[src/rtl/axis_tx_pkg.sv]
// Shared definitions for the packet transmitter: FSM encoding and parameter defaults.
package axis_tx_pkg;

    localparam int unsigned DEF_GAP_CYCLES = 2;
    localparam int unsigned DEF_DATA_W     = 8;

    typedef enum logic [1:0] {
        ST_IDLE = 2'd0,
        ST_SEND = 2'd1,
        ST_GAP  = 2'd2
    } tx_state_t;

endpackage

[src/rtl/axis_beat_ctr.sv]
// Beat counter for one packet plus the "is the presented beat the last one" compare.
module axis_beat_ctr (
    input  logic       clk,
    input  logic       rst,
    input  logic       load,
    input  logic [7:0] load_len,
    input  logic       inc,
    output logic       last_next
);

    logic [7:0] cnt;
    logic [7:0] len_q;

    // Count beats of the current packet against the length latched at load.
    always_ff @(posedge clk) begin
        if (rst) begin
            cnt   <= '0;
            len_q <= '0;
        end else if (load) begin
            cnt   <= '0;
            len_q <= load_len;
        end else if (inc) begin
            cnt <= cnt + 8'd1;
        end
    end

    // Last-beat flag for the beat that will be presented after this edge.
    always_comb begin
        last_next = 1'b0;
        if (load) begin
            last_next = (load_len == 8'd1);
        end else if (inc) begin
            last_next = ((cnt + 8'd1) == (len_q - 8'd1));
        end else begin
            last_next = (cnt == (len_q - 8'd1));
        end
    end

endmodule

[src/rtl/axis_pkt_tx.sv]
// AXI-Stream style packet generator: incrementing data from a seed, with inter-packet gap.
module axis_pkt_tx
    import axis_tx_pkg::*;
#(
    parameter int unsigned GAP_CYCLES = DEF_GAP_CYCLES,
    parameter int unsigned DATA_W     = DEF_DATA_W
) (
    input  logic              clk,
    input  logic              rst,
    input  logic              start,
    input  logic [7:0]        pkt_len,
    input  logic [DATA_W-1:0] seed,
    output logic [DATA_W-1:0] m_data,
    output logic              m_valid,
    input  logic              m_ready,
    output logic              m_last,
    output logic              busy,
    output logic              done,
    output logic              err,
    output logic [15:0]       pkt_count
);

    localparam logic [3:0] GAP_RELOAD = 4'((GAP_CYCLES == 0) ? 0 : GAP_CYCLES - 1);

    tx_state_t         state, state_nx;
    logic [3:0]        gap_q, gap_nx;
    logic [DATA_W-1:0] data_nx;
    logic              valid_nx, last_nx, busy_nx, done_nx, err_nx;
    logic [15:0]       count_nx;
    logic              ctr_load, ctr_inc, ctr_last_next;

    axis_beat_ctr u_beat_ctr (
        .clk       (clk),
        .rst       (rst),
        .load      (ctr_load),
        .load_len  (pkt_len),
        .inc       (ctr_inc),
        .last_next (ctr_last_next)
    );

    // State and all output registers; every output comes straight from a flop.
    always_ff @(posedge clk) begin
        if (rst) begin
            state     <= ST_IDLE;
            gap_q     <= '0;
            m_data    <= '0;
            m_valid   <= 1'b0;
            m_last    <= 1'b0;
            busy      <= 1'b0;
            done      <= 1'b0;
            err       <= 1'b0;
            pkt_count <= '0;
        end else begin
            state     <= state_nx;
            gap_q     <= gap_nx;
            m_data    <= data_nx;
            m_valid   <= valid_nx;
            m_last    <= last_nx;
            busy      <= busy_nx;
            done      <= done_nx;
            err       <= err_nx;
            pkt_count <= count_nx;
        end
    end

    // Next-state and next-output decode; m_valid never looks at m_ready combinationally.
    always_comb begin
        state_nx = state;
        gap_nx   = gap_q;
        data_nx  = m_data;
        valid_nx = m_valid;
        last_nx  = m_last;
        done_nx  = 1'b0;
        err_nx   = 1'b0;
        count_nx = pkt_count;
        ctr_load = 1'b0;
        ctr_inc  = 1'b0;
        case (state)
            ST_IDLE: begin
                if (start) begin
                    if (pkt_len != 8'd0) begin
                        state_nx = ST_SEND;
                        ctr_load = 1'b1;
                        data_nx  = seed;
                        valid_nx = 1'b1;
                        last_nx  = ctr_last_next;
                    end else begin
                        err_nx = 1'b1;
                    end
                end
            end
            ST_SEND: begin
                if (m_valid && m_ready) begin
                    if (m_last) begin
                        valid_nx = 1'b0;
                        last_nx  = 1'b0;
                        done_nx  = 1'b1;
                        count_nx = pkt_count + 16'd1;
                        if (GAP_CYCLES != 0) begin
                            state_nx = ST_GAP;
                            gap_nx   = GAP_RELOAD;
                        end else begin
                            state_nx = ST_IDLE;
                        end
                    end else begin
                        ctr_inc = 1'b1;
                        data_nx = m_data + DATA_W'(1);
                        last_nx = ctr_last_next;
                    end
                end
            end
            ST_GAP: begin
                if (gap_q == 4'd0) begin
                    state_nx = ST_IDLE;
                end else begin
                    gap_nx = gap_q - 4'd1;
                end
            end
            default: state_nx = ST_IDLE;
        endcase
        busy_nx = (state_nx != ST_IDLE);
    end

endmodule

[config.mk]
export PLATFORM = sky130hd
export DESIGN_NAME = axis_pkt_tx
export DESIGN_NICKNAME = d
export VERILOG_FILES = /design/src/rtl/axis_tx_pkg.sv /design/src/rtl/axis_beat_ctr.sv /design/src/rtl/axis_pkt_tx.sv
export SDC_FILE = /design/constraint.sdc
export NUM_CORES = 1
export LEC_CHECK = 0
export ABC_CLOCK_PERIOD_IN_PS = 5700
export CELL_PAD_IN_SITES_DETAIL_PLACEMENT = 1
export CELL_PAD_IN_SITES_GLOBAL_PLACEMENT = 2
export CORE_MARGIN = 4
export CORE_UTILIZATION = 33
export CTS_CLUSTER_DIAMETER = 150
export DETAILED_ROUTE_END_ITERATION = 6
export GPL_TIMING_DRIVEN = 1
export PLACE_DENSITY_LB_ADDON = 0.1
export SLEW_MARGIN = 25
export SYNTH_ARGS = -nofsm -noshare
export SYNTH_HDL_FRONTEND = slang
export SYNTH_SLANG_ARGS = --single-unit
export TNS_END_PERCENT = 50
[constraint.sdc]
create_clock -name clk -period 5.7 [get_ports clk]
set_clock_uncertainty 0.15 [all_clocks]
set_input_delay 1.14 -clock clk [delete_from_list [all_inputs] [get_ports clk]]
set_output_delay 1.14 -clock clk [all_outputs]
set_load 0.05 [all_outputs]
# Word level (Yosys, flattened, before mapping)
# Cells that the tools add are included.
dict set report classes {
  n_addsub 5
  eq_ne 11
  mux 35
  n_bitwise 4
  n_reduce_logical 15
}
# cell n
set op_table {}
lappend op_table {{8-bit two-way mux} 4}
lappend op_table {{1-bit two-way mux} 18}
lappend op_table {{16-bit by 1-bit adder with 16-bit output, second input constant} 1}
lappend op_table {{8-bit by 1-bit adder with 8-bit output, second input constant} 2}
lappend op_table {{8-bit == test} 2}
lappend op_table {{8-bit case mux with 2 select lines} 1}
lappend op_table {{4-bit two-way mux} 3}
lappend op_table {{2-bit inequality test, second input constant} 6}
lappend op_table {{2-bit two-way mux} 5}
lappend op_table {{5-bit AND reduction} 2}
lappend op_table {{8-bit by 1-bit == test with 1-bit output, second input constant} 1}
lappend op_table {{4-bit case mux with 2 select lines} 1}
lappend op_table {{4-bit AND reduction} 2}
lappend op_table {{8-bit nonzero test} 1}
lappend op_table {{8-bit by 1-bit subtractor with 8-bit output, second input constant} 1}
lappend op_table {{2-bit case mux with 3 select lines} 1}
lappend op_table {{2-bit nonzero test} 3}
lappend op_table {{3-bit OR reduction} 2}
lappend op_table {{4-bit zero test} 1}
lappend op_table {{1-bit inverter} 4}
lappend op_table {{1-bit case mux with 2 select lines} 2}
lappend op_table {{4-bit by 1-bit subtractor with 4-bit output, second input constant} 1}
lappend op_table {{3-bit AND reduction} 1}
lappend op_table {{2-bit by 1-bit == test with 1-bit output, second input constant} 1}
lappend op_table {{4 further kinds} 4}
dict set report totals {
  regBits 51
  input_bits 20
  out_inout_bits 29
  word_cells 81
}

# Longest topological paths before layout
dict set report logic_depth {
  word_depth 8
  ltp_mapped 7
  ltp_nobuf 7
}

# Modules after synthesis
# Synthesis repeated with hierarchy kept, for this count alone.
dict set report hier_totals {
  cells_unflattened 310
  hier_area_um2 2627.5
}
# module instances cells_each area_each_um2 seq_area_each_um2
set modules_own_cells {}
lappend modules_own_cells {axis_pkt_tx 1 210 1746.7 700.7}
lappend modules_own_cells {axis_beat_ctr 1 100 880.8 320.3}

# Worst setup path before layout
# OpenSTA, ideal clock, no wires.
dict set report synth_timing {
  path_type {input to register}
  from {input m_ready}
  to {register m_last}
  setup_time_ps 59
  arrival_ps 2681
  required_time_ps 5491
  slack_ps 2810
  cell_stages 5
  path_buffers 0
  path_cell_list {nand4b_4 -> o31a_1 -> or4_1 -> a2111oi_1 -> a31o_1}
}
dict set report synth_between {
  elab_chain_cells 8
  word_cells_on_any_way 12
  classes_between {eq/ne (1); mux (9); reduce/logical (2)}
}
# item line
set synth_lines {}
lappend synth_lines {{start, declared} axis_pkt_tx.sv:15} ;# input logic m_ready,
lappend synth_lines {{1-bit logical AND (*)} axis_pkt_tx.sv:93} ;# if (m_valid && m_ready) begin
lappend synth_lines {{1-bit two-way mux} axis_pkt_tx.sv:93}
lappend synth_lines {{1-bit two-way mux} axis_pkt_tx.sv:78} ;# case (state)
lappend synth_lines {{1-bit two-way mux} axis_beat_ctr.sv:32} ;# end else if (inc) begin
lappend synth_lines {{1-bit two-way mux} axis_beat_ctr.sv:30} ;# if (load) begin
lappend synth_lines {{1-bit two-way mux, on equally long branches} {axis_pkt_tx.sv:94, axis_pkt_tx.sv:81}}
lappend synth_lines {{1-bit two-way mux, on equally long branches} {axis_pkt_tx.sv:93, axis_pkt_tx.sv:80}}
lappend synth_lines {{1-bit case mux with 2 select lines} axis_pkt_tx.sv:78}
lappend synth_lines {{end signal, assigned} axis_pkt_tx.sv:58} ;# m_last <= last_nx;
lappend synth_lines {{end, declared} axis_pkt_tx.sv:16} ;# output logic m_last,
# Mark *: on every way between the ends. The rest lies on a longest branch, timed or not. The select of a mux whose other input is x is not followed.
# A chain may end at the register's enable or synchronous reset.

# Worst setup path after layout
# Same ends and word-level chain as after synthesis.

==> impl_metrics.toml <==
[die]
die_w_um = 95.9
coreArea_um2 = 7370
ios = 49
initial_core_util = 0.346
die-area_um2 = 9200
die_h_um = 95.9
rows = 31

[final_layout]
final_util = 0.433
fin_cells = 436
num_antenna_cells = 0
drive_gt1_frac = 0.0386
area_growth_pct = 25.2
final_area_um2 = 3190
fin_nets = 362

[grt]
busiest_layer = "met2"
grt_max_degree = 43
grt_overflow = 0
use_met2 = 0.243
grt_use_met1 = 0.198
grt_pass1_wl_um = 10900
met3_usage = 0.0313
antenna_found_initial = 0
track_usage = 0.150
grt_pass1_vias = 2226

[synthesis]
syn_area_um2 = 2550
async_flop_share = 0
ys.flop_type = "dfxtp_1"
ys_seq_elements = 51
synth_edf_count = 0
synth_cell_types = 46
avgSynthCellArea_um2 = 8.71
ys_seq_area_frac = 0.400
synth_cells = 293
yosysWarnings = 0
synth_nets = 319

[clock_network]
ctsResizeCount = 0
postCtsSetupBuffers = 0
hold_buffers = 0
clkTransAtPathRegs_ns = 0.09
clock_latency_ns = 0.31
cts_buffers = 5
clockBufferDepth = 2
clock-sinks = 51
cts_tree = "yes"
h-tree-depth = 2
ctsRootBufferMaster = "clkbuf_8"

[routing]
first_pass_iters = 4
drcViolationCount = 0
wl_per_cell_um = 14.6
vias = 2217
wirelength_um = 6350
drtAntennaViolNets = 0
drtIter0Drc = 46
viasPerCell = 5.08

[sta]
rsz0062_at_grt = "no"
timing.setup.tns_ns = 0
drv_slew = 0
tightest_slew_ns = 0.939
fmax_ghz = 0.301
maxSlewHeadroom = 0.368
period_share = 0.584
hold_viol_final = 0
setup_viol = 0
hold_ws_ns = 0.342
fin_crit_ns = 3.33
fin_ws_ns = 2.37

[run]
maxCapViolCount = 0

[placed_design]
dpl-instance-area_um2 = 3100
gp_congestion = 0.718
io_buffers = 48
dp_worst_setup_slack_ns = 2.05
dp.cells = 428
hpwl_um = 4740

[setup_path]
cp-end-kind = "flip-flop"
critPathLaunchType = "primary input"
cp_slowest_stage_delay_ns = 0.58
arrival_ns = 3.43
cpMaxStageDelayCell = "clkdlybuf4s50_1"
path_cells = "clkdlybuf4s50_1, nand4b_4, o31a_1, or4_1, a2111oi_1, a31o_1"
cp_max_fo = 10
critPathKind = "primary input to flip-flop"
worstPathRequired_ns = 5.80

[power_and_ir_drop]
ir_drop_mv = 0.110
p_leak_nw = 1.17
p_total_mw = 0.722
p_per_area_nw_per_um2 = 226

[worst_hold_path]
min_path_type = "flip-flop to flip-flop"

[outcome]
outcome = "completed"
==> final cells by class <==
type | instances | area (um^2)
inverter | 8 | 30.0
multi-input combinational | 221 | 1440
clock inverter | 2 | 17.5
tap | 99 | 124
timing repair buffer | 49 | 488
sequential | 51 | 1020
clock buffer | 6 | 72.6
fill | 878 | 4180
==> placed cells by master (no fill, tap or decap), types with 4 or more instances in the layout <==
cell type,synthesis,layout
o21ai_0,6,6
nand3_1,8,8
xor2_1,8,8
ha_1,6,6
clkdlybuf4s50_1,0,48
nor3_1,11,11
nor4_1,6,6
nor2_1,51,51
xnor2_1,23,23
and3_1,4,4
or4_1,5,5
mux2i_1,8,8
a31oi_1,4,4
inv_1,8,8
dfxtp_1,51,51
nand2_1,20,20
nand4_1,6,6
clkbuf_8,0,5
a21oi_1,13,13
nor3b_1,4,4
==> synthesized netlist by cell type (2+ instances only) <==
library cell | n | area share
dfxtp_1 | 51 | 0.40
nor2_1 | 51 | 0.075
xnor2_1 | 23 | 0.079
nand2_1 | 20 | 0.029
a21oi_1 | 13 | 0.026
nor3_1 | 11 | 0.022
clkbuf_1 | 9 | 0.013
inv_1 | 8 | 0.012
mux2i_1 | 8 | 0.031
nand3_1 | 8 | 0.016
xor2_1 | 8 | 0.027
ha_1 | 6 | 0.029
nand4_1 | 6 | 0.015
nor4_1 | 6 | 0.015
o21ai_0 | 6 | 0.012
or4_1 | 5 | 0.015
a31oi_1 | 4 | 0.0098
and3_1 | 4 | 0.0098
nor3b_1 | 4 | 0.012
a211oi_1 | 3 | 0.0088
a22o_1 | 3 | 0.010
a22oi_1 | 3 | 0.0088
o22ai_1 | 3 | 0.0074
xnor3_1 | 3 | 0.026
a21o_1 | 2 | 0.0059
buf_2 | 2 | 0.0039
nand4b_1 | 2 | 0.0069
o21a_1 | 2 | 0.0059
or2_2 | 2 | 0.0049
==> final timing paths <==
kind	slack (ns)	to	from	cells after the start
setup / recovery	2.37	m_last	m_ready	6
hold / removal	0.34	m_data[7]	m_data[7]	2
setup reg to reg	3.19	m_last	state[0]	5
hold reg to reg	0.34	m_data[7]	m_data[7]	2
==> cell families after synthesis <==
kind of cell	after synthesis	synth area share
muxes	8	0.0314
xor gates and xnor gates	34	0.133
adders and majority gates	6	0.0294
DFF	51	0.400
and+or+nand+nor	126	0.249
buffers and inverters	21	0.0348
AOI/OAI and AO/OA	47	0.123
==> state kept, by name, summed over array words and instances, names as in the netlist <==
register          count
busy                  1
done                  1
err                   1
gap_q                 4
m_data                8
m_last                1
m_valid               1
pkt_count            16
state                 2
u_beat_ctr.cnt        8
u_beat_ctr.len_q      8
==> critical path: cells and delay by family <==
family                 cells  cell delay, ns
AOI/OAI and AO/OA          3            0.97
and+or+nand+nor            2            0.73
buffers and inverters      1            0.58
==> power by group <==
group	internal [mW]	leakage, nW	switching [mW]	total, mW
Combinational	0.0578	0.708	0.0680	0.126
Sequential	0.367	0.414	0.0155	0.382
Clock	0.0885	0.0454	0.126	0.214
Total	0.513	1.17	0.209	0.722
==> layer usage <==
metal,part of all wire,vias up
met5,0,-
met4,0.015,0
met3,0.028,9
met2,0.47,37
met1,0.49,1049
li1,-,1122
(Power assumes the default switching activity.)
